===== src/rtl/vga_grid_arbiter.sv =====
// vga_grid_arbiter: shares the board RAM between VGA pixel fetch and the game.
// Optional macro BLANK_ONLY_WRITE_EN: game writes wait for display_area=0.
module vga_grid_arbiter #(
    parameter int PIXEL_DISPLAY_BIT = 9,
    parameter int CELL_SHIFT        = 4,
    parameter int GRID_W            = 40,
    parameter int ADDR_W            = 11
) (
    input  logic                       clock_25,
    input  logic                       reset,
    input  logic [PIXEL_DISPLAY_BIT:0] X,
    input  logic [PIXEL_DISPLAY_BIT:0] Y,
    input  logic                       display_area,
    input  logic                       h_sync_in,
    input  logic                       v_sync_in,
    output logic                       display_area_q,
    output logic                       h_sync_q,
    output logic                       v_sync_q,
    output logic [1:0]                 game_data,
    output logic                       frame_tick,
    input  logic                       game_req,
    input  logic                       game_we,
    input  logic [ADDR_W-1:0]          game_addr,
    input  logic [1:0]                 game_wdata,
    output logic                       game_ack,
    output logic [1:0]                 game_rdata,
    output logic [ADDR_W-1:0]          mem_addr,
    output logic                       mem_we,
    output logic [1:0]                 mem_wdata,
    input  logic [1:0]                 mem_rdata
);

    localparam int PW = PIXEL_DISPLAY_BIT + 1;
    localparam logic [PW-1:0] LAST_ROW = PW'(479);

    typedef enum logic [1:0] {
        G_IDLE = 2'd0,
        G_RD   = 2'd1,
        G_ACK  = 2'd2
    } g_state_t;

    g_state_t state;
    g_state_t state_nxt;

    logic              vga_slot;
    logic              slot_q;
    logic              wr_ok;
    logic              issue;
    logic [ADDR_W-1:0] cell_row;
    logic [ADDR_W-1:0] cell_col;
    logic [ADDR_W-1:0] vga_addr;
    logic              da_d1;
    logic              hs_d1;
    logic              vs_d1;

    // Slot detection and pixel-to-cell address translation
    always_comb begin
        vga_slot = display_area && (X[CELL_SHIFT-1:0] == '0);
        cell_row = ADDR_W'(Y >> CELL_SHIFT);
        cell_col = ADDR_W'(X >> CELL_SHIFT);
        vga_addr = cell_row * ADDR_W'(GRID_W) + cell_col;
`ifdef BLANK_ONLY_WRITE_EN
        wr_ok = !display_area;
`else
        wr_ok = 1'b1;
`endif
        issue = game_req && !vga_slot && (!game_we || wr_ok);
    end

    // Game FSM next state and RAM port mux; VGA slot has priority
    always_comb begin
        state_nxt = state;
        game_ack  = 1'b0;
        mem_addr  = '0;
        mem_we    = 1'b0;
        mem_wdata = '0;
        if (vga_slot) begin
            mem_addr = vga_addr;
        end
        unique case (state)
            G_IDLE: begin
                if (issue) begin
                    mem_addr  = game_addr;
                    mem_we    = game_we;
                    mem_wdata = game_we ? game_wdata : 2'b00;
                    state_nxt = game_we ? G_ACK : G_RD;
                end
            end
            G_RD: begin
                state_nxt = G_ACK;
            end
            G_ACK: begin
                game_ack  = 1'b1;
                state_nxt = G_IDLE;
                if (issue) begin
                    mem_addr  = game_addr;
                    mem_we    = game_we;
                    mem_wdata = game_we ? game_wdata : 2'b00;
                    state_nxt = game_we ? G_ACK : G_RD;
                end
            end
            default: begin
                state_nxt = G_IDLE;
            end
        endcase
        if (reset) begin
            game_ack  = 1'b0;
            mem_addr  = '0;
            mem_we    = 1'b0;
            mem_wdata = '0;
        end
    end

    // End of the last visible line marks the start of vertical blanking
    always_comb begin
        frame_tick = da_d1 && !display_area && (Y == LAST_ROW) && !reset;
    end

    // Game FSM state register
    always_ff @(posedge clock_25 or posedge reset) begin
        if (reset) begin
            state <= G_IDLE;
        end else begin
            state <= state_nxt;
        end
    end

    // Two-stage sync pipeline keeps syncs aligned with game_data
    always_ff @(posedge clock_25 or posedge reset) begin
        if (reset) begin
            da_d1          <= 1'b0;
            hs_d1          <= 1'b0;
            vs_d1          <= 1'b0;
            display_area_q <= 1'b0;
            h_sync_q       <= 1'b0;
            v_sync_q       <= 1'b0;
        end else begin
            da_d1          <= display_area;
            hs_d1          <= h_sync_in;
            vs_d1          <= v_sync_in;
            display_area_q <= da_d1;
            h_sync_q       <= hs_d1;
            v_sync_q       <= vs_d1;
        end
    end

    // Capture RAM data for the VGA slot issued last cycle
    always_ff @(posedge clock_25 or posedge reset) begin
        if (reset) begin
            slot_q    <= 1'b0;
            game_data <= 2'b00;
        end else begin
            slot_q <= vga_slot;
            if (slot_q) begin
                game_data <= mem_rdata;
            end
        end
    end

    // Capture game read data in G_RD; held until the next read
    always_ff @(posedge clock_25 or posedge reset) begin
        if (reset) begin
            game_rdata <= 2'b00;
        end else if (state == G_RD) begin
            game_rdata <= mem_rdata;
        end
    end

endmodule


===== config.mk =====
export PLATFORM = sky130hd
export DESIGN_NAME = vga_grid_arbiter
export DESIGN_NICKNAME = d
export VERILOG_FILES = /design/src/rtl/vga_grid_arbiter.sv
export SDC_FILE = /design/constraint.sdc
export NUM_CORES = 1
export LEC_CHECK = 0
export CAP_MARGIN = 0
export CORE_MARGIN = 5
export CORE_UTILIZATION = 38
export DETAILED_ROUTE_END_ITERATION = 10
export PLACE_DENSITY = 0.91
export SYNTH_ARGS = -nofsm -noshare
export SYNTH_HDL_FRONTEND = slang
export SYNTH_SLANG_ARGS = --single-unit

===== constraint.sdc =====
create_clock -name clock_25 -period 6.7 [get_ports clock_25]
set_input_delay 2.01 -clock clock_25 [delete_from_list [all_inputs] [get_ports clock_25]]
set_output_delay 2.01 -clock clock_25 [all_outputs]
set_load 0.1 [all_outputs]

==> flow_summary.json, run 1 <==
{
  "setup_viol": 0,
  "port_buffers": 64,
  "synth-edff-count": 0,
  "grt.total_usage_pct": 17.51,
  "gp_congestion": 0.8235,
  "outcome": "completed",
  "clock_latency_ns": 0.27,
  "hp-class": "flip-flop to flip-flop",
  "synth-seq-area-share_pct": 33.12,
  "cts_buffers": 3,
  "crit_fanout": 3,
  "fin_crit_ns": 6.601,
  "p_per_area_nw_per_um2": 177.6,
  "crit_chain": "clkdlybuf4s50_1 -> ha_1 -> ha_1 -> inv_1 -> fa_1 -> nand2b_1 -> or4b_4 -> a31oi_4 -> buf_12",
  "grt_pass1_wl_um": 4905,
  "critPathKind": "input pin to output pin",
  "reg2reg_depth": 4,
  "syn_area_um2": 982.2,
  "cpPeakStageDelay_ns": 0.53,
  "leakage_nw": 0.7861,
  "whs_ns": 0.3502,
  "min_period_over_period_pct": 98.53,
  "ys_types": 31,
  "postSynthAreaPerCell_um2": 9.444,
  "synthMuxAreaShare_pct": 4.586,
  "fp.dieW_um": 60.84,
  "fp.coreArea_um2": 2477,
  "vias": 1074,
  "viasPerCell": 5.291,
  "worst_pin_slew_ns": 0.9712,
  "fill_cells": 179,
  "cts_tree": "built",
  "cts_buffer_depth": 2,
  "max_freq_mhz": 151.5,
  "syn_nets": 159,
  "async_reset_ff_share_pct": 100.0,
  "path_clk_slew_ns": 0.07,
  "end_kind": "output pin",
  "antenna_found_initial": 0,
  "drive_gt1_share_pct": 19.65,
  "min_from": "vs_d1",
  "vdd_drop_max_v": 0.0001753,
  "worstReg2RegEnd": "state[1]",
  "tns_ns": 0,
  "synth_compound_area_share_pct": 11.34,
  "die_h_um": 60.84,
  "htree_levels": 1,
  "nets": 229,
  "timing.rr.start": "state[0]",
  "multiInputGateArea_um2": 663.1,
  "cp-start-kind": "input pin",
  "synth_fa_ha_area_share_pct": 18.09,
  "rrSetupSlack_ns": 5.47,
  "fin_cells": 203,
  "hpwl_um": 2778,
  "grt_max_degree": 15,
  "antennaDiodeCount": 0,
  "drtIter0Drc": 26,
  "worstPathRequired_ns": 4.69,
  "top_regs": "game_data (2), game_rdata (2), state (2)",
  "rsz0062_at_grt": "false",
  "drv_cap": 0,
  "fin_skew_ns": 0.003482,
  "regArea_um2": 325.3,
  "syn_inst": 104,
  "drt_first_pass_iters": 4,
  "hold_viol": 0,
  "slew_violations": 0,
  "place_inst": 199,
  "synth_top_family_by_area": "simple AND/OR/NAND/NOR gates",
  "antenna_left": 0,
  "ys.flop_type": "dfrtp_1",
  "holdPathEnd": "v_sync_q",
  "wl_per_cell_um": 15.87,
  "rows": 18,
  "max_slew_margin_pct": 35.05,
  "clock-sinks": 13,
  "route.detailed.drc": 0,
  "place_area_um2": 1824,
  "area_delta_synth_final_pct": 91.08,
  "initial_utilization_pct": 39.65,
  "post-route-cell-area_um2": 1877,
  "synthXorXnorAreaFrac_pct": 5.350,
  "grt_pass1_vias": 1164,
  "drt_wl_total_um": 3221,
  "cp_slowest_cell": "or4b_4",
  "arrival_ns": 4.59,
  "grt-ovfl-total": 0,
  "root_buffer": "clkbuf_4",
  "ys_ff_latch": 13,
  "ctsHoldBuffers": 0,
  "ys_warn_count": 0,
  "dieArea_um2": 3702,
  "min_path_cells": 0,
  "pin_count": 65,
  "synth-simple-area-share_pct": 24.20,
  "cpMostUsedCell": "ha_1"
}
[metal layers]
| layer | wire length, um | GRT usage (%) | vias up |
|---|---|---|---|
| li1 | - | - | 511 |
| met1 | 1100 | 18.92 | 500 |
| met2 | 1731 | 34.81 | 55 |
| met3 | 335 | 2.553 | 8 |
| met4 | 55 | 4.644 | 0 |
| met5 | 0 | 0 | - |
[cells in the final DEF, fill, tap and decap left out, drive strengths merged, types with 3 or more instances in the layout]
| master | instances |
|---|---|
| clkdlybuf4s50 | 48 |
| buf | 20 |
| dfrtp | 13 |
| nor2 | 12 |
| ha | 11 |
| a22oi | 8 |
| inv | 5 |
| a21oi | 5 |
| nand2 | 5 |
| xnor2 | 5 |
| mux2 | 4 |
| nand3 | 4 |
| clkbuf | 4 |
| nand2b | 3 |
| and2 | 3 |
| nor4 | 3 |
[final cells by class]
cell class	count	area share [%]
well taps	30	2.000
inverters	5	1.000
repair buffers	68	42.93
multi-input cells	83	35.33
flip-flops and latches	13	17.33
clock buffers	4	1.400
[per-stage QoR]
| step | utilization, % | setup slack (ns) | total power, mW |
|---|---|---|---|
| finish | 75.76 | 0.09867 | 0.3334 |
| global route | 75.76 | 0.003239 | 0.3486 |
| CTS | 74.70 | 0.05904 | 0.3340 |
| detailed placement | 73.64 | 0.05422 | 0.2881 |
| global placement | 73.64 | 0.09626 | 0.2822 |
| floorplan | - | -0.02254 | 0.2160 |
[how the worst max path moves through the flow]
| stage | start | end | cells past startpoint |
|---|---|---|---|
| 5_1_grt | Y[7] | mem_addr[10] | 11 |
| 2_1_floorplan | Y[5] | mem_addr[9] | 8 |
| 4_1_cts | Y[7] | mem_addr[8] | 9 |
| 3_3_place_gp | Y[7] | mem_addr[8] | 9 |
| 6_report | Y[7] | mem_addr[8] | 9 |
| 3_5_place_dp | Y[7] | mem_addr[8] | 9 |
[cells by family (layout without fill, tap and decap cells)]
logic type,after synthesis,after routing
compound gates,17,17
xor+xnor,6,6
fa+ha+maj,13,13
buf+inv,8,77
flops,13,13
mux,4,4
simple gates,43,43
[where the power goes]
part / switching [mW] / internal [mW] / total [mW]
clock network: 0.0219 / 0.0230 / 0.0449
logic: 0.123 / 0.0744 / 0.197
registers: 0.00424 / 0.0871 / 0.0913
[worst max-delay path, delay by kind of cell]
family | cells | cell delay, ns
adders and majority gates | 3 | 0.87
and+or+nand+nor | 2 | 0.71
buffers and inverters | 3 | 0.78
AOI/OAI and AO/OA | 1 | 0.22
[repair_timing]
action | 4_1_cts | 5_1_grt
gates resized for setup | 0 | 4
endpoints found under the setup margin | 0 | 2
buffers inserted | 0 | 0
[cell usage after synthesis, types with 2 or more instances]
library cell | count | area share [%]
dfrtp_1 | 13 | 33
nor2_1 | 12 | 4.6
ha_1 | 11 | 14
a22oi_1 | 8 | 6.1
a21oi_1 | 5 | 2.5
inv_1 | 5 | 1.9
nand2_1 | 5 | 1.9
xnor2_1 | 5 | 4.5
mux2_2 | 4 | 4.6
nand3_1 | 4 | 2.0
nand2b_1 | 3 | 1.9
nor4_1 | 3 | 1.9
and2_1 | 2 | 1.3
and3_1 | 2 | 1.3
buf_2 | 2 | 1.0
fa_1 | 2 | 4.1
nand4_1 | 2 | 1.3
nor2b_1 | 2 | 1.3
or3_1 | 2 | 1.3
No activity file was read; power rests on OpenSTA's default activity.
==> run 2: changes to the inputs <==
--- a/config.mk
+++ b/config.mk
@@ -10,6 +10,7 @@
 export CORE_UTILIZATION = 38
 export DETAILED_ROUTE_END_ITERATION = 10
 export PLACE_DENSITY = 0.91
+export SKIP_CTS_REPAIR_TIMING = 1
 export SYNTH_ARGS = -nofsm -noshare
 export SYNTH_HDL_FRONTEND = slang
 export SYNTH_SLANG_ARGS = --single-unit
==> results of run 2 <==
Same layout as run 1: the final DEF is identical, and so are final timing and power.
==> run 3: changes to the inputs <==
--- a/config.mk
+++ b/config.mk
@@ -10,6 +10,7 @@
 export CORE_UTILIZATION = 38
 export DETAILED_ROUTE_END_ITERATION = 10
 export PLACE_DENSITY = 0.91
+export SETUP_SLACK_MARGIN = 0.4
 export SKIP_CTS_REPAIR_TIMING = 1
 export SYNTH_ARGS = -nofsm -noshare
 export SYNTH_HDL_FRONTEND = slang
==> run 3 against run 2 <==
  * Register-to-register slack improved by 0.18 ns
  * Utilization increased by 3.2 points
  * Wire length increased by 2.0%
  * Worst setup slack improved by 0.34 ns
  * Critical path depth unchanged
  * Worst hold slack improved by 0.0034 ns
  * Final cell count increased by 0.49%
  * First-iteration DRC count decreased by 23%
==> flow_summary.json, run 3 (synthesized netlist as in run 1, its figures left out) <==
{
  "hp-class": "flip-flop to flip-flop",
  "fp.dieW_um": 60.84,
  "max_slew_margin_pct": 34.95,
  "port_buffers": 64,
  "cts_buffer_depth": 2,
  "clock-sinks": 13,
  "gp_congestion": 0.7371,
  "grt_pass1_wl_um": 4678,
  "drt_first_pass_iters": 4,
  "hpwl_um": 2625,
  "fin_cells": 204,
  "min_path_cells": 0,
  "worst-path-stages": 9,
  "root_buffer": "clkbuf_4",
  "vdd_drop_max_v": 0.0002053,
  "post-route-cell-area_um2": 1956,
  "crit_chain": "clkbuf_2 -> ha_1 -> ha_2 -> inv_2 -> fa_2 -> nand2b_4 -> or4b_4 -> a31oi_4 -> buf_12",
  "slew_violations": 0,
  "layout_commonest_cell": "clkdlybuf4s50_1",
  "setup_ws_ns": 0.4396,
  "path_clk_slew_ns": 0.07,
  "grt_max_degree": 15,
  "fin_crit_ns": 6.260,
  "end_kind": "output pin",
  "min_period_over_period_pct": 93.44,
  "max_freq_mhz": 159.7,
  "htree_levels": 1,
  "place_inst": 199,
  "arrival_ns": 4.25,
  "area_delta_synth_final_pct": 99.11,
  "finalPower_uw": 345.6,
  "wl_met2_um": 1723,
  "critPathKind": "input pin to output pin",
  "fin_skew_ns": 0.0001942,
  "clock_latency_ns": 0.27,
  "vias": 1084,
  "preCtsSetupSlack_ns": 0.04275,
  "drt_wl_total_um": 3286,
  "antenna_found_initial": 0,
  "drive_gt1_share_pct": 28.16,
  "grt-ovfl-total": 0,
  "antenna_left": 0,
  "cts_tree": "built",
  "fin_util_pct": 78.94,
  "top_regs": "game_data (2), game_rdata (2), state (2)",
  "dieArea_um2": 3702,
  "initial_utilization_pct": 39.65,
  "wl_per_cell_um": 16.11,
  "p_per_area_nw_per_um2": 176.7,
  "reg2reg_depth": 2,
  "dr.max_layer_used": "met4",
  "wl_met3_um": 324,
  "critical_path_buf_inv_count": 3,
  "nets": 230,
  "cpPeakStageDelay_ns": 0.52,
  "cts_buffers": 3,
  "outcome": "completed",
  "antennaDiodeCount": 0,
  "setup_viol": 0,
  "cp_slowest_cell": "or4b_4",
  "die_h_um": 60.84,
  "mostFrequentLayoutCells": "42 x clkdlybuf4s50_1, 14 x buf_12, 13 x dfrtp_1",
  "drtIter0Drc": 20,
  "drv_cap": 0,
  "tns_ns": 0,
  "leakage_nw": 0.8490,
  "rsz0062_at_grt": "false",
  "crit_fanout": 3,
  "path_delay_family": "adder cells",
  "rows": 18,
  "cp-start-kind": "input pin",
  "wl_met1_um": 1191,
  "pin_count": 65,
  "worst_pin_slew_ns": 0.9728,
  "viasPerCell": 5.314,
  "grt.total_usage_pct": 17.12,
  "fp.coreArea_um2": 2477,
  "worstPathRequired_ns": 4.69,
  "route.detailed.drc": 0,
  "whs_ns": 0.3536,
  "grt_pass1_vias": 1085,
  "hold_viol": 0,
  "place_area_um2": 1848
}
==> run 3: cell types whose count changed in the layout (fill, tap and decap cells not counted), moves of 2 or more <==
cell / change
clkdlybuf4s50_1: -6
dlymetal6s2s_1: +5
a21oi_1: -3
a21oi_2: +3
ha_1: -3
ha_4: +2
nor2_1: -2
nor2_2: +2
==> run 3: layer usage <==
metal	up-vias	global-route usage, %
met5	-	0
met4	0	6.192
met3	6	5.106
met2	54	31.45
met1	507	18.41
li1	517	-
==> run 3: area by class of cell <==
cell class	count	area [um^2]
repair buffers	69	820.8
fillers	152	521.8
clock buffers	4	26.28
flip-flops and latches	13	325.3
well taps	30	37.54
multi-input cells	83	726.9
inverters	5	18.77
==> run 3: path summary, 6_finish.rpt <==
| check | start | endpoint | slack (ns) |
|---|---|---|---|
| min in group asynchronous | reset | game_rdata[1] | 2.21 |
| hold reg to reg | vs_d1 | v_sync_q | 0.35 |
| setup reg to reg | state[0] | game_rdata[1] | 5.65 |
| hold / removal | vs_d1 | v_sync_q | 0.35 |
| setup / recovery | Y[7] | mem_addr[8] | 0.44 |
| max in group asynchronous | reset | display_area_q | 4.05 |
==> run 3: where the power goes <==
| group | total [mW] | leakage, nW | switching (mW) | internal [mW] |
|---|---|---|---|---|
| Combinational | 0.206 | 0.677 | 0.127 | 0.0795 |
| Clock | 0.0479 | 0.0150 | 0.0248 | 0.0231 |
| Sequential | 0.0913 | 0.157 | 0.00434 | 0.0870 |
| Total | 0.346 | 0.849 | 0.156 | 0.190 |
